--- config.mk ---
export PLATFORM = sky130hd
export DESIGN_NAME = store_buffer
export DESIGN_NICKNAME = d
export VERILOG_FILES = /design/src/rtl/store_buffer_pkg.sv /design/src/rtl/store_buffer_lane_gen.sv /design/src/rtl/store_buffer.sv
export SDC_FILE = /design/constraint.sdc
export NUM_CORES = 1
export LEC_CHECK = 0
export ABC_AREA = 1
export BUFFER_PORTS_ARGS = -buffer_cell sky130_fd_sc_hd__buf_2
export CORE_MARGIN = 4
export CORE_UTILIZATION = 37
export DETAILED_ROUTE_END_ITERATION = 7
export GPL_ROUTABILITY_DRIVEN = 0
export GPL_TIMING_DRIVEN = 0
export PLACE_DENSITY = 0.58
export SLEW_MARGIN = 20
export SYNTH_ARGS = -nofsm -noshare
export SYNTH_HDL_FRONTEND = slang
export SYNTH_HIERARCHICAL = 1
export SYNTH_SLANG_ARGS = --single-unit
--- constraint.sdc ---
create_clock -name clk_i -period 26.9 [get_ports clk_i]
set_input_delay 5.38 -clock clk_i [delete_from_list [all_inputs] [get_ports clk_i]]
set_output_delay 5.38 -clock clk_i [all_outputs]
set_load 0.01 [all_outputs]
--- src/rtl/store_buffer_pkg.sv ---
// rtl/store_buffer_pkg.sv - shared instruction ids, access sizes and entry type for the store buffer
package store_buffer_pkg;

   localparam logic [5:0] ID_LB  = 6'd8;
   localparam logic [5:0] ID_LH  = 6'd9;
   localparam logic [5:0] ID_LW  = 6'd10;
   localparam logic [5:0] ID_LBU = 6'd11;
   localparam logic [5:0] ID_LHU = 6'd12;
   localparam logic [5:0] ID_SB  = 6'd13;
   localparam logic [5:0] ID_SH  = 6'd14;
   localparam logic [5:0] ID_SW  = 6'd15;

   typedef enum logic [1:0] {
      SZ_NONE,
      SZ_BYTE,
      SZ_HALF,
      SZ_WORD
   } size_e;

   typedef struct packed {
      logic [29:0] waddr;
      logic [31:0] data;
      logic [3:0]  strb;
   } sb_entry_t;

   function automatic size_e store_size(input logic [5:0] id);
      size_e sz;
      sz = SZ_NONE;
      case (id)
         ID_SB:   sz = SZ_BYTE;
         ID_SH:   sz = SZ_HALF;
         ID_SW:   sz = SZ_WORD;
         default: sz = SZ_NONE;
      endcase
      return sz;
   endfunction

   // Sign/zero extension is the core's job; only the byte footprint matters here.
   function automatic size_e load_size(input logic [5:0] id);
      size_e sz;
      sz = SZ_NONE;
      case (id)
         ID_LB, ID_LBU: sz = SZ_BYTE;
         ID_LH, ID_LHU: sz = SZ_HALF;
         ID_LW:         sz = SZ_WORD;
         default:       sz = SZ_NONE;
      endcase
      return sz;
   endfunction

endpackage

--- src/rtl/store_buffer_lane_gen.sv ---
// rtl/store_buffer_lane_gen.sv - maps access size and byte address to word address, lane data and strobes
module sb_lane_gen
   import store_buffer_pkg::*;
(
   input  size_e       size_i,
   input  logic [31:0] addr_i,
   input  logic [31:0] data_i,
   output logic [29:0] waddr_o,
   output logic [31:0] data_o,
   output logic [3:0]  strb_o,
   output logic        misaligned_o
);

   assign waddr_o = addr_i[31:2];

   always_comb begin
      data_o       = '0;
      strb_o       = '0;
      misaligned_o = 1'b0;
      case (size_i)
         SZ_BYTE: begin
            data_o = {4{data_i[7:0]}};
            strb_o = 4'b0001 << addr_i[1:0];
         end
         SZ_HALF: begin
            data_o       = {2{data_i[15:0]}};
            strb_o       = addr_i[1] ? 4'b1100 : 4'b0011;
            misaligned_o = addr_i[0];
         end
         SZ_WORD: begin
            data_o       = data_i;
            strb_o       = 4'b1111;
            misaligned_o = |addr_i[1:0];
         end
         default: begin
            data_o       = '0;
            strb_o       = '0;
            misaligned_o = 1'b0;
         end
      endcase
   end

endmodule

--- src/rtl/store_buffer.sv ---
// rtl/store_buffer.sv - post-commit in-order store FIFO with newest-match load forwarding/stall
module store_buffer
   import store_buffer_pkg::*;
#(
   parameter int DEPTH = 4,
   parameter int CNT_W = $clog2(DEPTH) + 1
) (
   input  logic             clk_i,
   input  logic             rst_i,
   input  logic             enq_valid_i,
   input  logic [5:0]       enq_instr_id_i,
   input  logic [31:0]      enq_addr_i,
   input  logic [31:0]      enq_data_i,
   output logic             enq_ready_o,
   output logic             mem_wr_valid_o,
   output logic [31:0]      mem_wr_addr_o,
   output logic [31:0]      mem_wr_data_o,
   output logic [3:0]       mem_wr_strb_o,
   input  logic             mem_wr_ready_i,
   input  logic             ld_valid_i,
   input  logic [5:0]       ld_instr_id_i,
   input  logic [31:0]      ld_addr_i,
   output logic             ld_hit_o,
   output logic [31:0]      ld_data_o,
   output logic             ld_stall_o,
   output logic             misalign_o,
   output logic [CNT_W-1:0] count_o
);

   localparam int PTR_W = $clog2(DEPTH);

   sb_entry_t          buf_q [DEPTH];
   logic [PTR_W-1:0]   wr_ptr_q, wr_ptr_d;
   logic [PTR_W-1:0]   rd_ptr_q, rd_ptr_d;
   logic [CNT_W-1:0]   count_q, count_d;
   logic               misalign_q, misalign_d;
   sb_entry_t          last_q, last_d;

   size_e              enq_size;
   sb_entry_t          enq_entry;
   logic               enq_mis;
   logic               full, empty, enq_fire, deq_fire;
   sb_entry_t          head;

   assign enq_size = store_size(enq_instr_id_i);

   sb_lane_gen u_enq_lane (
      .size_i       (enq_size),
      .addr_i       (enq_addr_i),
      .data_i       (enq_data_i),
      .waddr_o      (enq_entry.waddr),
      .data_o       (enq_entry.data),
      .strb_o       (enq_entry.strb),
      .misaligned_o (enq_mis)
   );

   assign full     = (count_q == CNT_W'(DEPTH));
   assign empty    = (count_q == '0);
   assign enq_fire = enq_valid_i && !full && (enq_size != SZ_NONE) && !enq_mis;
   assign deq_fire = !empty && mem_wr_ready_i;

   // Once drained, the outputs hold the last entry written rather than a stale slot.
   assign head = empty ? last_q : buf_q[rd_ptr_q];

   assign enq_ready_o    = !full;
   assign mem_wr_valid_o = !empty;
   assign mem_wr_addr_o  = {head.waddr, 2'b00};
   assign mem_wr_data_o  = head.data;
   assign mem_wr_strb_o  = head.strb;
   assign misalign_o     = misalign_q;
   assign count_o        = count_q;

   always_comb begin
      wr_ptr_d   = wr_ptr_q + (enq_fire ? PTR_W'(1) : PTR_W'(0));
      rd_ptr_d   = rd_ptr_q + (deq_fire ? PTR_W'(1) : PTR_W'(0));
      count_d    = count_q;
      case ({enq_fire, deq_fire})
         2'b10:   count_d = count_q + CNT_W'(1);
         2'b01:   count_d = count_q - CNT_W'(1);
         default: count_d = count_q;
      endcase
      last_d     = deq_fire ? head : last_q;
      misalign_d = enq_valid_i && !full && (enq_size != SZ_NONE) && enq_mis;
   end

   always_ff @(posedge clk_i or posedge rst_i) begin
      if (rst_i) begin
         wr_ptr_q   <= '0;
         rd_ptr_q   <= '0;
         count_q    <= '0;
         misalign_q <= 1'b0;
         last_q     <= '0;
         for (int i = 0; i < DEPTH; i++) begin
            buf_q[i] <= '0;
         end
      end else begin
         wr_ptr_q   <= wr_ptr_d;
         rd_ptr_q   <= rd_ptr_d;
         count_q    <= count_d;
         misalign_q <= misalign_d;
         last_q     <= last_d;
         if (enq_fire) begin
            buf_q[wr_ptr_q] <= enq_entry;
         end
      end
   end

   size_e              ld_size;
   logic [29:0]        ld_waddr;
   logic [3:0]         ld_need;
   logic [31:0]        ld_lane_unused;
   logic               ld_mis_unused;
   logic               ld_active, found;
   sb_entry_t          newest;
   logic [PTR_W-1:0]   idx;

   assign ld_size = load_size(ld_instr_id_i);

   sb_lane_gen u_ld_lane (
      .size_i       (ld_size),
      .addr_i       (ld_addr_i),
      .data_i       (32'd0),
      .waddr_o      (ld_waddr),
      .data_o       (ld_lane_unused),
      .strb_o       (ld_need),
      .misaligned_o (ld_mis_unused)
   );

   assign ld_active = ld_valid_i && (ld_size != SZ_NONE);

   // Walk oldest to newest so the last match seen is the one closest to the tail.
   always_comb begin
      found  = 1'b0;
      newest = '0;
      idx    = '0;
      for (int k = 0; k < DEPTH; k++) begin
         idx = rd_ptr_q + PTR_W'(k);
         if ((CNT_W'(k) < count_q) && (buf_q[idx].waddr == ld_waddr) &&
             |(buf_q[idx].strb & ld_need)) begin
            found  = 1'b1;
            newest = buf_q[idx];
         end
      end
   end

   assign ld_hit_o   = ld_active && found && ((newest.strb & ld_need) == ld_need);
   assign ld_stall_o = ld_active && found && ((newest.strb & ld_need) != ld_need);
   assign ld_data_o  = ld_hit_o ? newest.data : 32'd0;

endmodule

=== Word-level counts from Yosys, hierarchy flattened ===
Index checks and enable logic that the tools add are counted.

* Input port bits: 113
* Logic and storage cells: 139
* Bits in writable memories: 0
* Output and inout bits: 108
* Memories: 0
* Bits in latches: 0
* Register bits after elaboration: 338
* Memory bits (read-only): 0

* Equal/unequal tests: 23
* Reduce and logical (&&, ||, !) cells: 32
* Bitwise gates (word level): 10
* Shift-type cells: 2
* Magnitude comparators: 10
* $add $sub $neg: 7
* Divide/modulo/power cells: 0
* Multiplexer cells: 36
* Multipliers: 0

{| class="wikitable"
|+ Operator list
! cell !! count
|-
| 66-bit 2-to-1 mux || 10
|-
| 66-bit binary-select mux with 2-bit select || 4
|-
| 264-bit bitwise mux || 1
|-
| 36-bit 2-to-1 mux || 4
|-
| 66-bit demux with 2-bit select || 1
|-
| 30-bit == test || 4
|-
| 32-bit one-hot mux with 3 select lines || 1
|-
| 6-bit by 4-bit == test with 1-bit output, second input constant || 8
|-
| 32-bit 2-to-1 mux || 1
|-
| 4-bit one-hot mux with 3 select lines || 2
|-
| 4-bit AND || 5
|-
| 1-bit logical AND || 18
|-
| 4-bit OR reduction || 4
|-
| 3-bit >= comparator, second input constant || 5
|-
| 2-bit inverter with 3-bit output || 5
|-
| 2-bit one-hot mux with 3 select lines || 2
|-
| 2-bit == test, second input constant || 5
|-
| 4-bit 2-to-1 mux || 2
|-
| 1-bit by 2-bit left shift with 4-bit output, first input constant || 2
|-
| 2-bit by 1-bit == test with 1-bit output, second input constant || 3
|-
| 1-bit by 3-bit less-than comparator with 1-bit output, first input constant || 2
|-
| 2-bit by 3-bit less-than comparator with 1-bit output, first input constant || 2
|-
| 1-bit 2-to-1 mux || 6
|-
| 3-bit one-hot mux with 2 select lines || 1
|-
| other kinds (14) || 22
|}

=== Depth between registers and ports, before layout ===
* Depth after elaboration: 16
* Depth in mapped cells: 26
* Depth with buffers taken out: 23

=== Cells and area by module ===
The synthesis kept the hierarchy.

{| class="wikitable"
|+ By module, submodules not included
! module !! seq. area each (um^2) !! instances !! cells an instance !! area an instance (um^2)
|-
| store_buffer || 8458.1 || 1 || 3752 || 23535.1
|-
| sb_lane_gen || 0.0 || 2 || 145 || 849.6
|}

=== Worst setup path before layout ===
OpenSTA, ideal clock, no wires.

* Kind: input -> output
* Start: input ld_instr_id_i[0]
* End: output ld_data_o[22]
* Stages on the path: 23
* Data required time: 21.520 ns
* Arrival time: 7.823 ns
* Slack: 13.697 ns
* Path buffers: 4
* Cells stage by stage: nor2_1 -> mux2i_1 -> nor4_1 -> buf_6 -> buf_4 -> o21ai_1 -> nand2_1 -> nand3_1 -> nand2_1 -> nor2_1 -> nor2_1 -> nand3_1 -> nor2_1 -> buf_2 -> a21oi_1 -> nand2_1 -> nand2_1 -> nand2_1 -> nand2_1 -> nor2_2 -> nand2_2 -> buf_2 -> nor2_1

* Cells in the longest elaborated chain, start to end: 16
* Elaborated cells on any way between the ends: 39
* Those cells by class: eq/ne: 9; mux: 11; bitwise: 5; reduce/logical: 14

{| class="wikitable"
|+ RTL lines
! item !! RTL line !! source
|-
| start: declaration || store_buffer.sv:21 || <nowiki>input logic [5:0] ld_instr_id_i,</nowiki>
|-
| 6-bit by 4-bit == test with 1-bit output || store_buffer_pkg.sv:42 || <nowiki>case (id)</nowiki>
|-
| 2-bit OR reduction || store_buffer_pkg.sv:42 ||
|-
| 2-bit one-hot mux with 3 select lines (*) || store_buffer_pkg.sv:42 ||
|-
| net ld_size[1] || store_buffer.sv:108 || <nowiki>size_e ld_size;</nowiki>
|-
| 2-bit == test or 2-bit by 1-bit == test with 1-bit output (tied branches) || store_buffer_lane_gen.sv:20 || <nowiki>case (size_i)</nowiki>
|-
| 4-bit one-hot mux with 3 select lines (*) || store_buffer_lane_gen.sv:20 ||
|-
| net ld_need[1] || store_buffer.sv:110 || <nowiki>logic [3:0] ld_need;</nowiki>
|-
| 4-bit AND || store_buffer.sv:139 || <nowiki>|(buf_q[idx].strb & ld_need)) begin</nowiki>
|-
| 4-bit OR reduction || store_buffer.sv:139 ||
|-
| 1-bit logical AND || store_buffer.sv:138 || <nowiki>if ((CNT_W'(k) < count_q) && (buf_q[idx].waddr == ld_waddr) &&</nowiki>
|-
| 36-bit 2-to-1 mux (4 in series) || store_buffer.sv:138 ||
|-
| 4-bit AND || store_buffer.sv:146 || <nowiki>assign ld_hit_o = ld_active && found && ((newest.strb & ld_need) == ld_need);</nowiki>
|-
| 4-bit == test || store_buffer.sv:146 ||
|-
| 1-bit logical AND || store_buffer.sv:146 ||
|-
| 32-bit 2-to-1 mux (*) || store_buffer.sv:148 || <nowiki>assign ld_data_o = ld_hit_o ? newest.data : 32'd0;</nowiki>
|-
| end: declaration || store_buffer.sv:24 || <nowiki>output logic [31:0] ld_data_o,</nowiki>
|}

Mark *: on every way through the listed nets, which the timed path passes. The rest lies on a longest branch.

=== Worst setup path after layout ===
* Start: input ld_instr_id_i[2]
* End: output ld_data_o[30]

The elaborated chain is that of the path after synthesis.

==> results by group <==
Drt
  – Detailed-route wire length per cell: 23.0 um
  – Post-route ant nets: 0
  – Vias: 28300
  – Iteration-0 DRC count of the detailed router: 4762
  – Avg Vias per Cell: 5.61
  – Drt drc: 0
  – DR pass1 iterations: 8
  – DRT Wirelength: 116 mm

Synthesis
  – Synth Instances: 3944
  – Avg Inst Size Synth: 6.27 um^2
  – YS warnings: 6
  – Synthesized area: 24700 um^2

Timing
  – Slew Limit Fails: 0
  – RSZ-0062 raised after global routing: no
  – Setup ws final: 12.41 ns
  – Final hold vios: 0
  – Setup violators final: 0
  – Max_slew headroom: 0.312
  – Slew @ Worst Pin: 1.02 ns
  – Fmax: 69.0 MHz
  – Final setup skew: 0.0295 ns
  – Share of the cycle needed by the critical path after routing: 0.539
  – Setup_tns: 0 ns
  – Tmin final: 14.49 ns

Finish
  – Layout cells sized above 1: 0.0924
  – Nets: 4268
  – Multi-input logic area: 13500 um^2
  – Design area: 28000 um^2
  – Area growth, synth to finish: 13.5%
  – Fillers: 7135
  – Register area: 8460 um^2
  – Post-layout util: 0.425

Floorplanning
  – IO Pins: 221
  – Starting Density: 0.375
  – Die Area: 71000 um^2
  – Die Ht: 266 um
  – Die width: 266 um
  – Core area: 66000 um^2
  – Rows: 94

Critical path
  – Crit path max-delay family: simple AND/OR/NAND/NOR gates
  – WP data arrival: 9.11 ns
  – Crit Path Max Fanout: 10
  – Max stage delay on crit path: 0.49 ns
  – Crit end category: output port
  – Most frequent CP cell: nor2_1
  – Slowest CP cell: buf_1
  – Worst EP required: 21.52 ns
  – Critical path type: input port to output port
  – Startpoint Class: input port
  – Crit path buf inv count: 6
  – Crit path cell chain: buf_2 -> o21bai_1 -> nor4_1 -> buf_6 -> buf_6 -> nand3_1 -> nand2_1 -> nand3_1 -> nand2_1 -> nor2_1 -> nor2_1 -> nand3_1 -> nor2_1 -> buf_2 -> buf_1 -> a31oi_1 -> a21oi_1 -> nor2_1 -> buf_2

Clock tree
  – Hold_buf cts: 0
  – Clock Tree Buf Depth: 3
  – TritonCTS Buffers: 40
  – Clk pin slew, worst setup/hold paths: 0.05 ns
  – Post-CTS Resized: 0
  – Clk sinks: 338
  – CTS tree: yes
  – CTS root buffer: clkbuf_16
  – # Post-CTS Setup Buffers: 0
  – CTS HTree Levels: 2
  – Skew-Pair Late Insertion Delay: 0.60 ns

Power
  – Maximum vdd ir drop: 0.0575 mV
  – Power density over the cells: 119 nW/um^2
  – Leak: 13.4 nW

GRT
  – GR Overflow Total: 0
  – Total GRT Usage: 0.314
  – First-pass GRT wire length: 166 mm
  – Largest net degree at the start of global routing: 103
  – Vias in the first global route: 24700
  – Initial antenna violation count: 2

Min path
  – Hold Path Class: register to register

Run
  – Max_cap viols: 0

Place
  – Placed inst area: 26700 um^2
  – DP Worst Slack: 12.53 ns
  – Post-DP HPWL: 94.3 mm
  – I/O Buffers: 158

Status
  – Status: finished, final reports clean
-- worst register-to-register path, stage by stage, from the launching register on --
cell and delay [ns]:
dfrtp_1 0.46, inv_1 0.12, ha_1 0.24, a21oi_1 0.15, nand2_1 0.31, nor3_1 0.90, clkbuf_1 0.49, clkbuf_1 0.61
nand2_1 0.15, o21ai_0 0.11
-- report_power, final --
part	leakage, nW	internal, W	switching [W]
clock	0.657	0.000329	0.000235
combinational	8.46	0.000533	0.00149
sequential	4.28	0.000639	0.000124
-- per-layer routing --
layer	routed length [um]	track usage	part of all wire
met3	17000	0.115	0.15
met1	51300	0.474	0.44
met4	3870	0.0825	0.033
met5	77	0.00811	0.00066
met2	43900	0.417	0.38
-- flip-flops by register name (all words and copies together) (netlist names) --
name and count:
misalign_o 1, buf_q 264, last_q 66, rd_ptr_q 2
count_o 3, wr_ptr_q 2
-- path summary, 6_finish.rpt --
path / cells after the start / slack (ns) / to / start
setup / recovery: 19 / 12.41 / ld_data_o[30] / ld_instr_id_i[2]
hold / removal: 2 / 0.48 / last_q[11] / last_q[11]
setup reg to reg: 9 / 23.25 / buf_q[52] / count_o[0]
hold reg to reg: 2 / 0.48 / last_q[11] / last_q[11]
max in group asynchronous: 4 / 20.65 / buf_q[88] / rst_i
min in group asynchronous: 2 / 4.86 / buf_q[50] / rst_i
-- metrics by stage --
stage,hold slack [ns],cells,power [W]
after CTS,0.486,5040,0.00323
after floorplan,0.453,3945,0.00191
final,0.481,5041,0.00335
after detailed placement,0.473,4970,0.00266
after global routing,0.503,5041,0.00350
after global placement,0.464,4967,0.00265
-- cells in the final DEF, fill, tap and decap left out, drive strengths merged, types with 33 or more instances in the layout --
cell type,count
a21oi,62
clkbuf,208
buf,310
dfrtp,338
nor2,210
inv,325
nand2,1497
o21ai,642
nand3,344
a31oi,33
o211ai,39
-- layout make-up --
class,instances,area share
multi-input combinational,2984,0.480
sequential,338,0.302
buffer,299,0.0564
inverter,324,0.0437
clock buffer,58,0.0410
tap,864,0.0385
timing repair buffer,161,0.0311
clock inverter,12,0.00745
antenna,1,0.0000892
Power figures use the tool's default switching activity.
